<file path="src/rtl/laser_pkg.sv">
// laser_pkg
//   Shared constants, state encoding, point type and the distance helper used
//   by the LASER target feeder and its optional coverage checker.
package laser_pkg;

  localparam int N_PT      = 40;    // points per LASER run
  localparam int TO_CYC    = 1024;  // WAIT cycles before giving up on DONE
  localparam int RADIUS_SQ = 16;    // coverage radius squared (r = 4)
  localparam int CW        = 4;     // coordinate width
  localparam int AW        = 6;     // point-index / write-address width
  localparam int SW        = 6;     // score width (0..40)
  localparam int TOW       = $clog2(TO_CYC);

  typedef enum logic [2:0] {
    ST_IDLE,
    ST_FEED,
    ST_WAIT,
    ST_SCORE,
    ST_REPORT
  } state_t;

  typedef struct packed {
    logic [CW-1:0] x;
    logic [CW-1:0] y;
  } point_t;

  // Squared Euclidean distance between two grid points. The differences are
  // 5-bit signed; their magnitudes fit in 4 bits, each square is <= 225 and
  // the sum fits in 9 bits.
  function automatic logic [8:0] dist_sq(input logic [CW-1:0] ax, input logic [CW-1:0] ay,
                                         input logic [CW-1:0] bx, input logic [CW-1:0] by);
    logic signed [CW:0] dx;
    logic signed [CW:0] dy;
    logic [CW-1:0]      mx;
    logic [CW-1:0]      my;
    logic [7:0]         sx;
    logic [7:0]         sy;
    dx = $signed({1'b0, ax}) - $signed({1'b0, bx});
    dy = $signed({1'b0, ay}) - $signed({1'b0, by});
    mx = dx[CW] ? CW'(-dx) : dx[CW-1:0];
    my = dy[CW] ? CW'(-dy) : dy[CW-1:0];
    sx = 8'(mx) * 8'(mx);
    sy = 8'(my) * 8'(my);
    return 9'(sx) + 9'(sy);
  endfunction

endpackage

</file>
<file path="src/rtl/laser_cover_check.sv">
// laser_cover_check
//   Combinational: reports whether a point lies within the coverage radius of
//   either of two circle centres.
//   Ports: i_px/i_py point, i_c1x/i_c1y and i_c2x/i_c2y centres,
//          o_covered high when d2 to either centre is <= RADIUS_SQ.
module laser_cover_check
  import laser_pkg::*;
(
  input  logic [CW-1:0] i_px,
  input  logic [CW-1:0] i_py,
  input  logic [CW-1:0] i_c1x,
  input  logic [CW-1:0] i_c1y,
  input  logic [CW-1:0] i_c2x,
  input  logic [CW-1:0] i_c2y,
  output logic          o_covered
);

  logic [8:0] w_d2_c1;
  logic [8:0] w_d2_c2;

  assign w_d2_c1   = dist_sq(i_px, i_py, i_c1x, i_c1y);
  assign w_d2_c2   = dist_sq(i_px, i_py, i_c2x, i_c2y);
  assign o_covered = (w_d2_c1 <= 9'(RADIUS_SQ)) || (w_d2_c2 <= 9'(RADIUS_SQ));

endmodule

</file>
<file path="src/rtl/laser_target_feeder.sv">
// laser_target_feeder
//   Stimulus/result front end for LASER: holds LASER in reset while idle,
//   streams the 40 stored points one per cycle, waits for DONE (with timeout),
//   captures both centres and optionally scores coverage of the point set.
//   Build option: define LASER_FEED_SCORE_EN to include the SCORE state and
//   coverage scorer; otherwise WAIT goes straight to REPORT and o_res_score=0.
//   Ports:
//     i_clk, i_rst (sync, active high)      clock / reset
//     i_start, i_wr_en/addr/x/y             run start and point-memory writes (IDLE only)
//     o_lrst, o_x, o_y                      LASER reset and streamed point
//     i_done, i_c1x/i_c1y/i_c2x/i_c2y       LASER DONE and centre outputs
//     o_busy, o_res_valid, o_res_c*         status and captured centres
//     o_res_score, o_timeout, o_err         coverage count, no-DONE flag, DONE-in-FEED flag
module laser_target_feeder
  import laser_pkg::*;
(
  input  logic          i_clk,
  input  logic          i_rst,
  input  logic          i_start,
  input  logic          i_wr_en,
  input  logic [AW-1:0] i_wr_addr,
  input  logic [CW-1:0] i_wr_x,
  input  logic [CW-1:0] i_wr_y,
  output logic          o_lrst,
  output logic [CW-1:0] o_x,
  output logic [CW-1:0] o_y,
  input  logic          i_done,
  input  logic [CW-1:0] i_c1x,
  input  logic [CW-1:0] i_c1y,
  input  logic [CW-1:0] i_c2x,
  input  logic [CW-1:0] i_c2y,
  output logic          o_busy,
  output logic          o_res_valid,
  output logic [CW-1:0] o_res_c1x,
  output logic [CW-1:0] o_res_c1y,
  output logic [CW-1:0] o_res_c2x,
  output logic [CW-1:0] o_res_c2y,
  output logic [SW-1:0] o_res_score,
  output logic          o_timeout,
  output logic          o_err
);

  localparam logic [AW-1:0]  LAST_PT = AW'(N_PT - 1);
  localparam logic [AW-1:0]  NPT_A   = AW'(N_PT);
  localparam logic [TOW-1:0] TO_LAST = TOW'(TO_CYC - 1);

  point_t         r_mem [N_PT];
  state_t         r_state;
  state_t         w_state_next;
  logic [AW-1:0]  r_idx;
  logic [TOW-1:0] r_to_cnt;

  logic w_go;
  logic w_wr_ok;
  logic w_feed;
  logic w_capture;
  logic w_tmo;
  logic w_report;
  logic w_score_done;

  // Point memory: written only while idle, never reset.
  always_ff @(posedge i_clk) begin
    if (w_wr_ok) begin
      r_mem[i_wr_addr] <= '{x: i_wr_x, y: i_wr_y};
    end
  end

  // State register
  always_ff @(posedge i_clk) begin
    if (i_rst) r_state <= ST_IDLE;
    else       r_state <= w_state_next;
  end

  // Next-state logic
  always_comb begin
    w_state_next = r_state;
    case (r_state)
      ST_IDLE:   if (i_start) w_state_next = ST_FEED;
      ST_FEED:   if (r_idx == LAST_PT) w_state_next = ST_WAIT;
      ST_WAIT: begin
`ifdef LASER_FEED_SCORE_EN
        if (i_done) w_state_next = ST_SCORE;
`else
        if (i_done) w_state_next = ST_REPORT;
`endif
        else if (r_to_cnt == TO_LAST) w_state_next = ST_REPORT;
      end
      ST_SCORE:  if (w_score_done) w_state_next = ST_REPORT;
      ST_REPORT: w_state_next = ST_IDLE;
      default:   w_state_next = ST_IDLE;
    endcase
  end

  // Output/control decode
  always_comb begin
    w_go      = (r_state == ST_IDLE) && i_start;
    w_wr_ok   = (r_state == ST_IDLE) && i_wr_en && (i_wr_addr < NPT_A);
    w_feed    = (r_state == ST_FEED);
    w_capture = (r_state == ST_WAIT) && i_done;
    w_tmo     = (r_state == ST_WAIT) && !i_done && (r_to_cnt == TO_LAST);
    w_report  = (r_state == ST_REPORT);
  end

  // Registered outputs and feed datapath
  always_ff @(posedge i_clk) begin
    if (i_rst) begin
      o_lrst      <= 1'b1;
      o_x         <= '0;
      o_y         <= '0;
      o_busy      <= 1'b0;
      o_res_valid <= 1'b0;
      o_res_c1x   <= '0;
      o_res_c1y   <= '0;
      o_res_c2x   <= '0;
      o_res_c2y   <= '0;
      o_timeout   <= 1'b0;
      o_err       <= 1'b0;
      r_idx       <= '0;
      r_to_cnt    <= '0;
    end else begin
      o_busy      <= (w_state_next != ST_IDLE);
      o_res_valid <= w_report;
      r_to_cnt    <= (r_state == ST_WAIT) ? r_to_cnt + 1'b1 : '0;
      if (w_go) begin
        // Point 0 goes out together with LRST falling; the rest follow.
        o_lrst    <= 1'b0;
        o_x       <= r_mem[0].x;
        o_y       <= r_mem[0].y;
        r_idx     <= AW'(1);
        o_err     <= 1'b0;
        o_timeout <= 1'b0;
        o_res_c1x <= '0;
        o_res_c1y <= '0;
        o_res_c2x <= '0;
        o_res_c2y <= '0;
      end
      if (w_feed) begin
        o_x   <= r_mem[r_idx].x;
        o_y   <= r_mem[r_idx].y;
        r_idx <= r_idx + 1'b1;
        if (i_done) o_err <= 1'b1;
      end
      if (w_capture) begin
        o_res_c1x <= i_c1x;
        o_res_c1y <= i_c1y;
        o_res_c2x <= i_c2x;
        o_res_c2y <= i_c2y;
      end
      if (w_tmo)    o_timeout <= 1'b1;
      if (w_report) o_lrst    <= 1'b1;
    end
  end

`ifdef LASER_FEED_SCORE_EN
  // Scorer: the first point is prefetched on the capture edge so every SCORE
  // cycle evaluates one point; the 40th evaluation happens with r_sidx == N_PT.
  point_t        r_pt;
  logic [AW-1:0] r_sidx;
  logic [SW-1:0] r_score;
  logic          w_cov;

  laser_cover_check u_cover (
    .i_px      (r_pt.x),
    .i_py      (r_pt.y),
    .i_c1x     (o_res_c1x),
    .i_c1y     (o_res_c1y),
    .i_c2x     (o_res_c2x),
    .i_c2y     (o_res_c2y),
    .o_covered (w_cov)
  );

  assign w_score_done = (r_sidx == NPT_A);

  always_ff @(posedge i_clk) begin
    if (i_rst) begin
      r_pt    <= '0;
      r_sidx  <= '0;
      r_score <= '0;
    end else begin
      if (w_go) r_score <= '0;
      if (w_capture) begin
        r_pt   <= r_mem[0];
        r_sidx <= AW'(1);
      end
      if (r_state == ST_SCORE) begin
        if (w_cov) r_score <= r_score + 1'b1;
        if (r_sidx < NPT_A) begin
          r_pt   <= r_mem[r_sidx];
          r_sidx <= r_sidx + 1'b1;
        end
      end
    end
  end

  assign o_res_score = r_score;
`else
  assign w_score_done = 1'b1;
  assign o_res_score  = '0;
`endif

endmodule

</file>
<file path="config.mk">
export PLATFORM = sky130hd
export DESIGN_NAME = laser_target_feeder
export DESIGN_NICKNAME = d
export VERILOG_FILES = /design/src/rtl/laser_pkg.sv /design/src/rtl/laser_cover_check.sv /design/src/rtl/laser_target_feeder.sv
export SDC_FILE = /design/constraint.sdc
export NUM_CORES = 1
export LEC_CHECK = 0
export ABC_AREA = 1
export CAP_MARGIN = 5
export CORE_MARGIN = 1
export CORE_UTILIZATION = 28
export CTS_BUF_LIST = sky130_fd_sc_hd__clkbuf_8 sky130_fd_sc_hd__clkbuf_16
export DETAILED_ROUTE_END_ITERATION = 16
export GPL_TIMING_DRIVEN = 0
export SETUP_SLACK_MARGIN = 0.5
export SYNTH_ARGS = -nofsm -noshare
export SYNTH_HDL_FRONTEND = slang
export SYNTH_SLANG_ARGS = --single-unit
</file>
<file path="constraint.sdc">
create_clock -name i_clk -period 2.6 [get_ports i_clk]
set_input_delay 0.26 -clock i_clk [delete_from_list [all_inputs] [get_ports i_clk]]
set_output_delay 0.26 -clock i_clk [all_outputs]
set_load 0.01 [all_outputs]
</file>
==> results by group <==
Run status
  – Status: complete, no violations

Power
  – Seq pwr share: 49.8%
  – Combinational share of power: 9.0%
  – Clk pwr share: 41.2%
  – VDD IR max: 0.448 mV
  – Psw: 0.00310 W
  – Pwr Total: 0.0132 W
  – Leakage: 6.63 nW
  – Net Sw Frac: 23.6%
  – Pwr Density: 700 nW/um^2
  – Internal: 0.0101 W

Floorplan
  – Die area: 55800 sq um
  – Cell Rows: 85
  – Ports: 70
  – Die Ht: 236 um
  – Initial core utilization: 28.4%
  – Die W: 236 um
  – Core Region: 54000 sq um

Worst setup path
  – Buffers & Inverters on Critical Path: 3
  – Crit end category: register
  – Cell family with most CP delay: simple AND/OR/NAND/NOR gates
  – Maximum fanout along the worst path: 5
  – CP Launch Type: input pin
  – Setup CP Type: input pin to register
  – FF-to-FF setup slack: 0.56 ns
  – CP max stage delay: 0.61 ns
  – Required time of the critical path: 2.85 ns
  – Critical Path, Cell by Cell: clkdlybuf4s50_1 -> inv_1 -> nand3_1 -> nor3_2 -> buf_4
  – WP data arrival: 2.29 ns
  – CP max-delay cell: nor3_2

Yosys
  – Synth Cell Area: 15400 sq um
  – Mapped Cells: 1420
  – Post-synth EDFFs: 320
  – Complex-gate fraction of the synthesized area: 3.73%
  – Register area share after synthesis: 69.6%
  – Post-synthesis simple-gate area fraction: 21.3%
  – Largest family of logic cells by synthesized area: simple AND/OR/NAND/NOR gates
  – Cell variety after synth: 31
  – #FFs+latches synth: 374
  – Post-synth top area share: 62.5%
  – Cell taking the most area after synthesis: edfxtp_1
  – Synth Area in XOR/XNOR: 0.0570%
  – Post-Synth Adder-Cell Area: 0.163%
  – Ys async rst share: 0%
  – Top cells by area, synth: edfxtp_1 63%, nand2_1 9.3%, nand3_1 8.6%, dfxtp_1 7.0%, nor2_1 2.6%
  – Dominant synthesized flop cell: edfxtp_1
  – Syn_area_per_cell: 10.8 sq um
  – Yosys Warn Count: 0
  – Mux contribution to synthesized area: 0%

Routing
  – Total number of vias: 11100
  – Routed WL: 43100 um
  – DR DRC count: 0
  – Drt wl/cell: 19.0 um
  – Post-route ant nets: 0
  – First-pass iteration count of the detailed router: 5
  – DR iter-0 viols: 1238
  – DR vias/cell: 4.89

Timing
  – Fin. max-slew vios: 0
  – RSZ-0062 raised after global routing: yes
  – Clk_skew: 0.0138 ns
  – Fin. Hold Viols: 0
  – Fmax: 0.490 GHz
  – Crit path time final: 2.04 ns
  – Final Setup Violations: 0
  – Fin crit share: 78.5%
  – Final hold slack: 0.170 ns
  – Fin Setup TNS: 0 ns
  – Worst-Margin Slew: 0.973 ns
  – Max_slew headroom: 35.2%

Placement
  – Routability congestion estimate: 0.953
  – Final HPWL DP: 28700 um
  – Placed Instances: 2189
  – Port Buf Inserts: 62

Global routing
  – Initial antenna violation count: 0
  – Vias in the first global route: 10600
  – Met1 Use GR: 21.0%
  – Most Crowded Layer GR: met2
  – First-pass GRT wire length: 64800 um
  – Met2 Use GR: 24.9%
  – Total gr overflow: 0
  – Pin count of the biggest net entering global routing: 41
  – GRT Overall Usage: 15.4%
  – Met3 usage: 3.25%

Cells and area
  – Area growth syn-to-layout: 22.3%
  – ANT cells: 0
  – Layout Cells excl Fill: 2272
  – Layout Utilization: 34.8%
  – Layout cells sized above 1: 13.1%
  – Final nets: 1586

Clock network
  – Hold-fix buffers at CTS: 0
  – Clock sink count: 374
  – Clock Latency Late Sink: 0.54 ns
  – CTS tree: done
  – Clock Pin Slew Worst Setup and Hold Paths: 0.06 ns
  – Number of H-tree levels: 2
  – CTS buffer count: 40
  – Max Root-Sink Buffers: 3
  – Root Buffer: clkbuf_16

Run
  – Max-cap viol count: 0

Min path
  – Worst hold path class: input pin to register
[power by group through the flow]
stage	sequential [W]	combinational, W	clock, W
2_1_floorplan	0.00669	0.000612	0
3_3_place_gp	0.00669	0.00109	0
3_5_place_dp	0.00668	0.00111	0
4_1_cts	0.00656	0.00114	0.00549
5_1_grt	0.00656	0.00129	0.00573
6_report	0.00656	0.00119	0.00541
[timing repair]
action / CTS / global route
setup buffers: 5 / 8
gates resized for setup: 86 / 45
pin swaps: 5 / 9
setup endpoints to repair: 325 / 178
[sequential cells by signal, summed over array words and instances, names as in the netlist, named ones only]
signal	cells
r_idx	6
o_busy	1
o_res_c1y	4
o_res_c2x	4
r_state	3
o_timeout	1
o_res_c2y	4
o_x	4
r_to_cnt	10
o_res_c1x	4
r_mem	320
o_err	1
o_res_valid	1
o_lrst	1
o_y	4
[tightest hold or removal path, cell delays in order]
cell and delay [ns]:
clkbuf_1 0.20, nand3_1 0.14, a21oi_1 0.06
[synth_stat cells, drive strengths merged (2+ instances only)]
| library cell | instances |
|---|---|
| buf | 58 |
| a21oi | 41 |
| ha | 2 |
| clkbuf | 26 |
| nor3 | 11 |
| o221ai | 2 |
| nand4 | 4 |
| o21ai | 51 |
| o22ai | 14 |
| nor2 | 108 |
| edfxtp | 320 |
| nand3 | 264 |
| inv | 78 |
| nor4 | 2 |
| nand2 | 380 |
| dfxtp | 54 |
[placed cells by master, fill, tap and decap left out, drive strengths merged, types with 3 or more instances in the layout]
| cell type | Yosys | routed |
|---|---|---|
| clkinv | 1 | 17 |
| nand4 | 4 | 4 |
| conb | 1 | 6 |
| nand3 | 264 | 264 |
| inv | 78 | 84 |
| bufinv | 0 | 3 |
| nor3 | 11 | 11 |
| edfxtp | 320 | 320 |
| dfxtp | 54 | 54 |
| nor2 | 108 | 108 |
| o22ai | 14 | 14 |
| o21ai | 51 | 51 |
| nand2 | 380 | 380 |
| a21oi | 41 | 41 |
| clkinvlp | 0 | 3 |
| clkbuf | 26 | 76 |
| buf | 58 | 76 |
| clkdlybuf4s50 | 0 | 55 |
[stage by stage]
stage          cell area (sq um)  setup slack, ns
2_1_floorplan              15400            0.687
3_3_place_gp               16900           -0.483
3_5_place_dp               16900           -0.551
4_1_cts                    18500            0.515
5_1_grt                    18800            0.475
6_report                   18800            0.560
[final cells by class]
class | instances | area (sq um)
Multi-Input combinational cell | 888 | 4260
Inverter | 79 | 299
Buffer | 84 | 559
Sequential cell | 374 | 10700
Tap cell | 696 | 871
Fill cell | 5263 | 35200
Clock inverter | 28 | 201
Timing Repair Buffer | 82 | 891
Clock buffer | 41 | 1030
[worst paths after layout]
check	startpoint	end	depth (start not counted)
worst min register to register	r_to_cnt[0]$_SDFF_PP0_	r_to_cnt[0]$_SDFF_PP0_	1
worst min-delay path	i_done	o_res_c2y[3]$_SDFFE_PP0P_	3
worst max-delay path	i_wr_addr[0]	r_mem[38][4]$_DFFE_PP_	5
worst max register to register	register	o_x[1]$_SDFFE_PP0N_	11
[layer usage]
| layer | vias up | part of all wire [%] |
|---|---|---|
| li1 | 5162 | - |
| met3 | 66 | 8.9 |
| met4 | 0 | 1.9 |
| met1 | 5374 | 43 |
| met5 | - | 0 |
| met2 | 513 | 46 |
[cells by family after synthesis]
family / count (synthesis)
AOI/OAI and AO/OA: 109
DFF: 374
and+or+nand+nor: 770
other: 1
adders and majority gates: 2
xor gates and xnor gates: 1
buffers and inverters: 163
Note: power is estimated with default switching activity, not from simulation.
